$ cat config.mk
export PLATFORM = sky130hd
export DESIGN_NAME = fm_422_ctrl
export DESIGN_NICKNAME = d
export VERILOG_FILES = /design/src/rtl/fm_422_ctrl.sv
export SDC_FILE = /design/constraint.sdc
export NUM_CORES = 1
export LEC_CHECK = 0
export ABC_AREA = 1
export BUFFER_PORTS_ARGS = -buffer_cell sky130_fd_sc_hd__buf_2
export CAP_MARGIN = 10
export CORE_UTILIZATION = 45
export DETAILED_ROUTE_END_ITERATION = 16
export HOLD_SLACK_MARGIN = 0.06
export PLACE_DENSITY = 0.75
export SLEW_MARGIN = 20
export SYNTH_ARGS = -nofsm -noshare
export SYNTH_HDL_FRONTEND = slang
export SYNTH_SLANG_ARGS = --single-unit
$ cat constraint.sdc
create_clock -name clk_v -period 1.2 [get_ports clk_v]
set_input_delay 0.06 -clock clk_v [delete_from_list [all_inputs] [get_ports clk_v]]
set_output_delay 0.06 -clock clk_v [all_outputs]
set_load 0.02 [all_outputs]
$ cat src/rtl/fm_422_ctrl.sv
// Pair-phase sequencer, sync/DE delay and Cb/Cr interleaver for the 4:4:4->4:2:2 decimator.
// Latency is 3 cycles (2 in the delay line plus 1 output register). There is no backpressure: video timing is free-running.
module fm_422_ctrl (
   input  logic        clk_v,
   input  logic        rst_x,
   input  logic        i_de,
   input  logic        i_hsync,
   input  logic        i_vsync,
   input  logic        i_err_clr,
   output logic        o_state,
   input  logic [7:0]  i_dec_y,
   input  logic [7:0]  i_dec_cb,
   input  logic [7:0]  i_dec_cr,
   output logic        o_de,
   output logic        o_hsync,
   output logic        o_vsync,
   output logic [7:0]  o_y,
   output logic [7:0]  o_c,
   output logic        o_c_sel,
   output logic [11:0] o_line_len,
   output logic        o_err_odd
);

   // EVEN means an odd number of pixels has been seen so far, so a pair is still open.
   typedef enum logic [1:0] {IDLE, EVEN, ODD} state_t;

   state_t      state, state_nxt;
   logic        r_phase;
   logic        line_end;
   logic        odd_end;
   logic [11:0] pix_cnt;
   logic [2:0]  sync_1z, sync_2z;
   logic        r_phase_1z, r_phase_2z;

   assign o_state = i_de & r_phase;

   always_comb begin
      state_nxt = state;
      line_end  = 1'b0;
      odd_end   = 1'b0;
      case (state)
         IDLE: if (i_de) state_nxt = EVEN;
         EVEN: begin
            if (i_de) begin
               state_nxt = ODD;
            end else begin
               state_nxt = IDLE;
               line_end  = 1'b1;
               odd_end   = 1'b1;
            end
         end
         ODD: begin
            if (i_de) begin
               state_nxt = EVEN;
            end else begin
               state_nxt = IDLE;
               line_end  = 1'b1;
            end
         end
         default: state_nxt = IDLE;
      endcase
   end

   always_ff @(posedge clk_v) begin
      if (!rst_x) begin
         state      <= IDLE;
         r_phase    <= 1'b0;
         pix_cnt    <= 12'd0;
         o_line_len <= 12'd0;
         o_err_odd  <= 1'b0;
      end else begin
         state   <= state_nxt;
         r_phase <= i_de ? ~r_phase : 1'b0;
         if (line_end) begin
            o_line_len <= pix_cnt;
            pix_cnt    <= 12'd0;
         end else if (i_de) begin
            pix_cnt <= pix_cnt + 12'd1;
         end
         // An odd line end takes priority over a coincident clear.
         if (odd_end)
            o_err_odd <= 1'b1;
         else if (i_err_clr)
            o_err_odd <= 1'b0;
      end
   end

   always_ff @(posedge clk_v) begin
      if (!rst_x) begin
         sync_1z    <= 3'd0;
         sync_2z    <= 3'd0;
         r_phase_1z <= 1'b0;
         r_phase_2z <= 1'b0;
         o_de       <= 1'b0;
         o_hsync    <= 1'b0;
         o_vsync    <= 1'b0;
         o_y        <= 8'h10;
         o_c        <= 8'h80;
         o_c_sel    <= 1'b0;
      end else begin
         sync_1z    <= {i_vsync, i_hsync, i_de};
         sync_2z    <= sync_1z;
         r_phase_1z <= r_phase;
         r_phase_2z <= r_phase_1z;
         o_de       <= sync_2z[0];
         o_hsync    <= sync_2z[1];
         o_vsync    <= sync_2z[2];
         if (sync_2z[0]) begin
            o_y     <= i_dec_y;
            o_c     <= r_phase_2z ? i_dec_cr : i_dec_cb;
            o_c_sel <= r_phase_2z;
         end else begin
            o_y     <= 8'h10;
            o_c     <= 8'h80;
            o_c_sel <= 1'b0;
         end
      end
   end

endmodule

==> metrics.txt, run 1 <==
# TYPE chip_impl_metric gauge
chip_impl_metric{name="track_usage",unit="%"} 21.4
chip_impl_metric{name="power_density",unit="nW/um^2"} 1230
chip_impl_info{name="setup.worst_path.class",value="flip-flop to flip-flop"} 1
chip_impl_metric{name="clock_h_tree_levels",unit=""} 2
chip_impl_metric{name="post_route_cells_drive_above_1_share",unit="%"} 28.8
chip_impl_metric{name="tightest_slew",unit="ns"} 0.354
chip_impl_metric{name="ir_drop",unit="mV"} 0.856
chip_impl_metric{name="cp_data_arrival_time",unit="ns"} 1.38
chip_impl_metric{name="nNetsFinal",unit=""} 395
chip_impl_info{name="cp_launch_type",value="flip-flop"} 1
chip_impl_info{name="crit_end_category",value="flip-flop"} 1
chip_impl_metric{name="period_needed",unit="ns"} 1.17
chip_impl_metric{name="die_y",unit="microns"} 69.3
chip_impl_metric{name="drt_iter0_drc",unit=""} 105
chip_impl_metric{name="max_clock_freq",unit="MHz"} 852
chip_impl_metric{name="fin_setup_tns",unit="ns"} 0
chip_impl_metric{name="globalRoute.totalOverflow",unit=""} 0
chip_impl_metric{name="die_area",unit="sq um"} 4800
chip_impl_metric{name="wire_per_inst",unit="microns"} 11.9
chip_impl_metric{name="clock_insertion_delay_at_the_later_pin_of_the_skew_report",unit="ns"} 0.31
chip_impl_metric{name="fin_worst_hold_slack",unit="ns"} 0.0992
chip_impl_metric{name="syn-instance-count",unit=""} 257
chip_impl_metric{name="synthesized_area_fraction_occupied_by_ao_oa_aoi_and_oai_cells",unit="%"} 10.5
chip_impl_metric{name="clock_sink_count",unit=""} 56
chip_impl_info{name="crit_chain",value="inv_2 -> ha_4 -> nand2_4 -> buf_12 -> o21ai_0 -> nor2_1"} 1
chip_impl_info{name="dominant_combinational_cell_family_by_area_after_synthesis",value="simple AND/OR/NAND/NOR gates"} 1
chip_impl_info{name="rsz_0062_raised_after_global_routing",value="yes"} 1
chip_impl_metric{name="cts-buffers-inserted",unit=""} 5
chip_impl_metric{name="synth_adder_area_share",unit="%"} 3.07
chip_impl_metric{name="drt_pass1_iterations",unit=""} 5
chip_impl_metric{name="start_util",unit="%"} 46.8
chip_impl_metric{name="power_leakage",unit="uW"} 0.00145
chip_impl_info{name="area_contributors_post_synth",value="sky130_fd_sc_hd__dfxtp_1, sky130_fd_sc_hd__nand2_1, sky130_fd_sc_hd__nor2_1, sky130_fd_sc_hd__a21oi_1, sky130_fd_sc_hd__inv_1"} 1
chip_impl_metric{name="crit_required",unit="ns"} 1.41
chip_impl_metric{name="grt_first_pass_wirelength",unit="microns"} 8360
chip_impl_metric{name="first_global_vias",unit=""} 1886
chip_impl_metric{name="dieWidth",unit="microns"} 69.3
chip_impl_metric{name="finalClockSkew",unit="ns"} 0.00577
chip_impl_metric{name="floorplan_core_area",unit="sq um"} 4350
chip_impl_metric{name="top_ports",unit=""} 64
chip_impl_metric{name="replace_congestion",unit=""} 0.824
chip_impl_metric{name="number_of_nets_with_antenna_violations_after_detailed_routing",unit=""} 0
chip_impl_metric{name="filler_cell_count",unit=""} 328
chip_impl_metric{name="port-buffer-count",unit=""} 63
chip_impl_metric{name="timing_max_transition_violations_final",unit=""} 0
chip_impl_info{name="status",value="complete, no violations"} 1
chip_impl_metric{name="clockBufferDepth",unit=""} 2
chip_impl_metric{name="routed_wl",unit="microns"} 4920
chip_impl_info{name="crit_slowest_cell",value="sky130_fd_sc_hd__dfxtp_2"} 1
chip_impl_metric{name="detail_route.vias_per_cell",unit=""} 4.75
chip_impl_info{name="synth_top_flop_cell",value="sky130_fd_sc_hd__dfxtp_1"} 1
chip_impl_metric{name="fraction_of_the_cycle_the_final_worst_path_needs",unit="%"} 97.8
chip_impl_metric{name="synth.distinct_cells",unit=""} 23
chip_impl_metric{name="synth_xor_xnor_area_share",unit="%"} 0
chip_impl_metric{name="mappedNetlistNets",unit=""} 292
chip_impl_info{name="synth.top_cells.by_count",value="sky130_fd_sc_hd__nand2_1, sky130_fd_sc_hd__dfxtp_1, sky130_fd_sc_hd__nor2_1"} 1
chip_impl_metric{name="cell_row_count",unit=""} 24
chip_impl_metric{name="share_of_cell_area_taken_by_muxes_after_synthesis",unit="%"} 0
chip_impl_info{name="worstHoldPathType",value="input pin to flip-flop"} 1
chip_impl_metric{name="via_count_of_the_routed_design",unit=""} 1961
chip_impl_metric{name="report.final.hold_viol_count",unit=""} 0
chip_impl_metric{name="number_of_synthesized_register_bits",unit=""} 56
chip_impl_metric{name="worst-path-max-fanout",unit=""} 6
chip_impl_metric{name="regToRegSetupSlack",unit="ns"} 0.03
chip_impl_metric{name="detail_route.drc_violations",unit=""} 0
chip_impl_metric{name="maxCapViolCount",unit=""} 0
chip_impl_metric{name="ys_warn_count",unit=""} 0
chip_impl_metric{name="seq_area_frac_synth",unit="%"} 55.0
chip_impl_metric{name="synth-async-reset-ratio",unit="%"} 0
chip_impl_metric{name="area_fraction_in_and_or_nand_and_nor_cells_after_synthesis",unit="%"} 23.0
chip_impl_metric{name="postSynthAreaPerCell",unit="sq um"} 7.93
chip_impl_metric{name="area_growth_syn_to_layout",unit="%"} 43.8
chip_impl_info{name="synth.most_common_cell",value="sky130_fd_sc_hd__nand2_1"} 1
chip_impl_info{name="clock_tree.root_cell",value="sky130_fd_sc_hd__clkbuf_8"} 1
chip_impl_metric{name="finalSetupViolCount",unit=""} 0
chip_impl_metric{name="detailed_place_hpwl",unit="microns"} 3130
chip_impl_info{name="tritoncts_clock_tree",value="done"} 1
chip_impl_metric{name="antenna_found_initial",unit=""} 0
chip_impl_metric{name="synth_top_cell_area_share",unit="%"} 55.0
chip_impl_metric{name="cts.reportedPaths.clkPinSlew",unit="ns"} 0.09
chip_impl_info{name="synth_top_cell_by_area",value="sky130_fd_sc_hd__dfxtp_1"} 1
chip_impl_metric{name="relSlewSlack",unit="%"} 76.4
chip_impl_metric{name="synth_enable_flop_cells",unit=""} 0
chip_impl_metric{name="num_antenna_cells",unit=""} 0
chip_impl_metric{name="synth.cell_area",unit="sq um"} 2040
chip_impl_metric{name="critical_path.max_stage_delay",unit="ns"} 0.34
chip_impl_metric{name="grt_max_degree",unit=""} 19
==> final timing paths <==
path / end / cells past startpoint / start
worst max-delay path: o_line_len[9] / 6 / state[0]
worst max register to register: o_line_len[9] / 6 / state[0]
worst min register to register: sync_2z[2] / 2 / sync_1z[2]
worst min-delay path: o_line_len[8] / 3 / rst_x
==> per-stage QoR <==
stage	total power, uW	util (%)	worst slack, ns	cells	instance area [sq um]
5_1_grt	3770	67.3	-0.0565	413	2930
3_5_place_dp	2370	57.1	-0.0670	376	2490
6_report	3610	67.3	0.0264	413	2930
4_1_cts	3620	66.5	-0.0138	412	2900
3_3_place_gp	2360	57.1	-0.00786	376	2490
2_1_floorplan	2210	-	0.0135	257	2050
==> cells by family (layout without fill, tap and decap cells) <==
group / Yosys count / in the layout
AO/OA/AOI/OAI: 42 / 42
buffers and inverters: 43 / 146
flip-flops: 56 / 56
adder cells (fa/ha/maj): 5 / 5
AND/OR/NAND/NOR: 111 / 112
==> layout make-up <==
class	count	area [sq um]	share of cell area, %
Multi-Input combinational cell	159	802	27.4
Tap cell	52	65.1	2.22
Clock buffer	6	72.6	2.48
Timing Repair Buffer	101	681	23.2
Clock inverter	2	35.0	1.20
Inverter	37	149	5.08
Sequential cell	56	1130	38.4
==> metal layers <==
| layer | up-vias | part of all wire, % | track usage, % |
|---|---|---|---|
| met5 | - | 0 | 0 |
| met4 | 0 | 1.4 | 6.35 |
| met3 | 8 | 6.9 | 5.96 |
| met2 | 78 | 49 | 37.4 |
| met1 | 866 | 43 | 25.6 |
| li1 | 1009 | - | - |
==> state kept, by name, indices dropped and copies added (netlist names), 2 cells and up <==
name        flops
sync_1z         3
o_c             8
sync_2z         3
state           2
pix_cnt        12
o_line_len     12
o_y             8
==> placed cells by master, fill, tap and decap left out, types with 2 or more instances in the layout <==
cell type | Yosys | routed
sky130_fd_sc_hd__a21oi_1 | 25 | 22
sky130_fd_sc_hd__inv_2 | 2 | 3
sky130_fd_sc_hd__inv_1 | 33 | 31
sky130_fd_sc_hd__nand2_2 | 0 | 2
sky130_fd_sc_hd__dfxtp_1 | 56 | 52
sky130_fd_sc_hd__o21ai_1 | 3 | 5
sky130_fd_sc_hd__a21oi_2 | 0 | 3
sky130_fd_sc_hd__buf_4 | 2 | 10
sky130_fd_sc_hd__ha_1 | 5 | 3
sky130_fd_sc_hd__buf_2 | 1 | 63
sky130_fd_sc_hd__nor2_2 | 1 | 3
sky130_fd_sc_hd__nand3_1 | 14 | 14
sky130_fd_sc_hd__nor2_1 | 34 | 32
sky130_fd_sc_hd__nand2_1 | 57 | 55
sky130_fd_sc_hd__ha_4 | 0 | 2
sky130_fd_sc_hd__clkbuf_8 | 0 | 5
sky130_fd_sc_hd__dfxtp_2 | 0 | 4
sky130_fd_sc_hd__dlygate4sd3_1 | 0 | 27
sky130_fd_sc_hd__nand4_1 | 2 | 2
sky130_fd_sc_hd__o21ai_0 | 12 | 10
==> timing repair <==
action                                  4_1_cts  5_1_grt
pin swaps                                     1        5
endpoints found under the hold margin        19        0
hold buffers                                 27        0
endpoints found under the setup margin       17       24
setup buffers                                 0        1
gates resized for setup                       8       11
cloned                                        1        0
==> report_power, final <==
part	internal, uW	total, uW	switching [uW]
registers	1920	1950	29.1
logic	219	471	252
clock network	620	1190	570
==> critical path, delay by kind of cell, from the launching register on <==
family,cells,cell delay (ns)
flops,1,0.34
fa+ha+maj,1,0.26
buf+inv,2,0.18
compound gates,1,0.16
simple gates,2,0.13
(Power assumes the default switching activity.)
==> run 2, diff against run 1 <==
clock period = 1.03 ns   (was 1.2 ns; I/O delays follow)
==> metrics.txt, run 2 (synthesis gave the netlist of run 1 again) <==
# TYPE chip_impl_metric gauge
chip_impl_info{name="status",value="finished with violations"} 1
chip_impl_info{name="failing_checks",value="setup timing"} 1
chip_impl_metric{name="crit_required",unit="ns"} 1.27
chip_impl_metric{name="dpl.cell_count",unit=""} 385
chip_impl_metric{name="reg2regPathDepth",unit=""} 7
chip_impl_metric{name="regToRegSetupSlack",unit="ns"} -0.19
chip_impl_metric{name="clock_sink_count",unit=""} 56
chip_impl_info{name="setup.worst_path.class",value="flip-flop to flip-flop"} 1
chip_impl_info{name="leading_cell_type_in_the_layout_fill_and_taps_excluded",value="sky130_fd_sc_hd__buf_2"} 1
chip_impl_metric{name="place_area",unit="sq um"} 2550
chip_impl_metric{name="die_y",unit="microns"} 69.3
chip_impl_metric{name="grt_max_degree",unit=""} 22
chip_impl_metric{name="detailed_place_hpwl",unit="microns"} 3260
chip_impl_metric{name="finalSetupViolCount",unit=""} 26
chip_impl_info{name="crit_chain",value="inv_2 -> ha_4 -> nand2_4 -> inv_8 -> nor2_8 -> o21ai_1 -> a21oi_1"} 1
chip_impl_metric{name="internal-power",unit="uW"} 3020
chip_impl_info{name="min_delay_endpoint",value="pix_cnt[1]"} 1
chip_impl_info{name="cp_launch_type",value="flip-flop"} 1
chip_impl_metric{name="routed_wl",unit="microns"} 5800
chip_impl_metric{name="detail_route.drc_violations",unit=""} 0
chip_impl_metric{name="power.switching",unit="uW"} 1090
chip_impl_metric{name="antenna_found_initial",unit=""} 1
chip_impl_metric{name="cp_data_arrival_time",unit="ns"} 1.46
chip_impl_metric{name="power_frac_seq",unit="%"} 55.4
chip_impl_metric{name="globalRoute.totalOverflow",unit=""} 0
chip_impl_info{name="hold_path_startpoint",value="i_de"} 1
chip_impl_metric{name="post_route_cells_drive_above_1_share",unit="%"} 34.5
chip_impl_metric{name="via_count_of_the_routed_design",unit=""} 2084
chip_impl_metric{name="max_clock_freq",unit="MHz"} 822
chip_impl_metric{name="drt_iter0_drc",unit=""} 78
chip_impl_metric{name="report.final.hold_viol_count",unit=""} 0
chip_impl_info{name="rsz_0062_raised_after_global_routing",value="yes"} 1
chip_impl_metric{name="cts-buffers-inserted",unit=""} 5
chip_impl_info{name="rr_startpoint",value="state[0]"} 1
chip_impl_metric{name="drt_pass1_iterations",unit=""} 4
chip_impl_metric{name="period_needed",unit="ns"} 1.22
chip_impl_metric{name="area_growth_syn_to_layout",unit="%"} 50.3
chip_impl_metric{name="die_area",unit="sq um"} 4800
chip_impl_metric{name="power_leakage",unit="uW"} 0.00149
chip_impl_metric{name="wire_per_inst",unit="microns"} 13.6
chip_impl_info{name="clock_tree.root_cell",value="sky130_fd_sc_hd__clkbuf_8"} 1
chip_impl_metric{name="cts.reportedPaths.clkPinSlew",unit="ns"} 0.11
chip_impl_metric{name="worst-path-max-fanout",unit=""} 10
chip_impl_info{name="worstHoldPathType",value="input pin to flip-flop"} 1
chip_impl_metric{name="first_global_vias",unit=""} 2150
chip_impl_metric{name="clock_insertion_delay_at_the_later_pin_of_the_skew_report",unit="ns"} 0.32
chip_impl_info{name="tritoncts_clock_tree",value="done"} 1
chip_impl_metric{name="final_critical_path_setup_slack",unit="ns"} -0.186
chip_impl_metric{name="fraction_of_the_cycle_the_final_worst_path_needs",unit="%"} 118
chip_impl_info{name="crit_end_category",value="flip-flop"} 1
chip_impl_metric{name="number_of_nets_with_antenna_violations_after_detailed_routing",unit=""} 0
chip_impl_metric{name="floorplan_core_area",unit="sq um"} 4350
chip_impl_metric{name="detail_route.vias_per_cell",unit=""} 4.88
chip_impl_metric{name="top_ports",unit=""} 64
chip_impl_metric{name="relSlewSlack",unit="%"} 75.1
chip_impl_metric{name="power.clock.fraction",unit="%"} 29.6
chip_impl_metric{name="cell_row_count",unit=""} 24
chip_impl_metric{name="maxCapViolCount",unit=""} 0
chip_impl_metric{name="postLayoutCellArea",unit="sq um"} 3060
chip_impl_metric{name="start_util",unit="%"} 46.8
chip_impl_info{name="final_cell_mix",value="sky130_fd_sc_hd__buf_2, sky130_fd_sc_hd__nand2_1, sky130_fd_sc_hd__dfxtp_1"} 1
chip_impl_info{name="crit_slowest_cell",value="sky130_fd_sc_hd__dfxtp_2"} 1
chip_impl_metric{name="power_density",unit="nW/um^2"} 1340
chip_impl_metric{name="min_path_cells",unit=""} 3
chip_impl_metric{name="replace_congestion",unit=""} 0.839
chip_impl_metric{name="track_usage",unit="%"} 25.3
chip_impl_metric{name="fin_setup_tns",unit="ns"} -3.57
chip_impl_metric{name="finalClockSkew",unit="ns"} 0.0141
chip_impl_info{name="crit_path_start",value="state[0]"} 1
chip_impl_metric{name="switching_share",unit="%"} 26.5
chip_impl_metric{name="tightest_slew",unit="ns"} 0.372
chip_impl_metric{name="ir_drop",unit="mV"} 0.745
chip_impl_info{name="top_regs",value="o_line_len (12), pix_cnt (12)"} 1
chip_impl_info{name="worstReg2RegEnd",value="pix_cnt[3]"} 1
chip_impl_metric{name="timing_max_transition_violations_final",unit=""} 0
chip_impl_metric{name="nNetsFinal",unit=""} 408
chip_impl_metric{name="grt_first_pass_wirelength",unit="microns"} 9750
chip_impl_metric{name="clockBufferDepth",unit=""} 2
chip_impl_metric{name="clock_h_tree_levels",unit=""} 2
chip_impl_metric{name="stdcell_count",unit=""} 427
chip_impl_metric{name="dieWidth",unit="microns"} 69.3
chip_impl_metric{name="p_total",unit="uW"} 4100
chip_impl_metric{name="comb_power_share",unit="%"} 15.0
chip_impl_metric{name="port-buffer-count",unit=""} 63
chip_impl_metric{name="critical_path.max_stage_delay",unit="ns"} 0.35
[run 2: cell count changes in the layout (fill, tap and decap cells not counted), sizes merged]
cell      change
clkinvlp      +1
bufinv        -1
buf          +13
diode         +1
[run 2: per-layer routing]
metal | global-route usage [%] | up-vias | routed length, microns
met5 | 0 | - | 0
li1 | - | 1032 | -
met2 | 45.3 | 85 | 2850
met3 | 6.54 | 17 | 329
met4 | 10.4 | 0 | 229
met1 | 28.4 | 950 | 2380
[run 2: metrics by stage]
stage          setup WS, ns  utilization, %  hold slack, ns
2_1_floorplan        -0.100               -           0.149
3_3_place_gp         -0.138            58.7           0.232
3_5_place_dp         -0.196            58.7           0.241
4_1_cts              -0.159            69.1          0.0799
5_1_grt              -0.271            70.4          0.0762
6_report             -0.186            70.4          0.0960
[run 2: how the worst max path moves through the flow]
stage / slack, ns / to
after floorplan: -0.10 / o_line_len[9]
after global placement: -0.14 / pix_cnt[0]
after detailed placement: -0.20 / pix_cnt[3]
after CTS: -0.16 / pix_cnt[3]
after global routing: -0.27 / pix_cnt[3]
final: -0.19 / pix_cnt[3]
[run 2: final cells by class]
| class | count | area, sq um |
|---|---|---|
| inverter | 37 | 149 |
| clock buffer | 6 | 72.6 |
| sequential | 56 | 1130 |
| tap | 52 | 65.1 |
| antenna | 1 | 2.50 |
| timing repair buffer | 114 | 769 |
| multi-input combinational | 159 | 862 |
| fill | 328 | 1290 |
| clock inverter | 2 | 16.3 |
[run 2: power groups by stage]
stage               logic, uW  registers [uW]  clock network [uW]
floorplan                 201            2380                   0
global placement          440            2320                   0
global route              672            2290                1330
finish                    615            2270                1210
CTS                       578            2270                1230
detailed placement        449            2320                   0
[run 2: worst max-delay path, delay by kind of cell (launching register included)]
family	cells	cell delay, ns
AOI/OAI and AO/OA	2	0.19
adders and majority gates	1	0.24
buffers and inverters	2	0.11
DFF	1	0.35
and+or+nand+nor	2	0.23
[run 2: what timing repair did]
item / 4_1_cts / 5_1_grt
pin swaps: 7 / 8
hold buffers: 27 / 0
endpoints found under the hold margin: 19 / 0
setup endpoints to repair: 26 / 26
gates resized for setup: 23 / 10
setup buffers: 4 / 1
cloned: 1 / 0
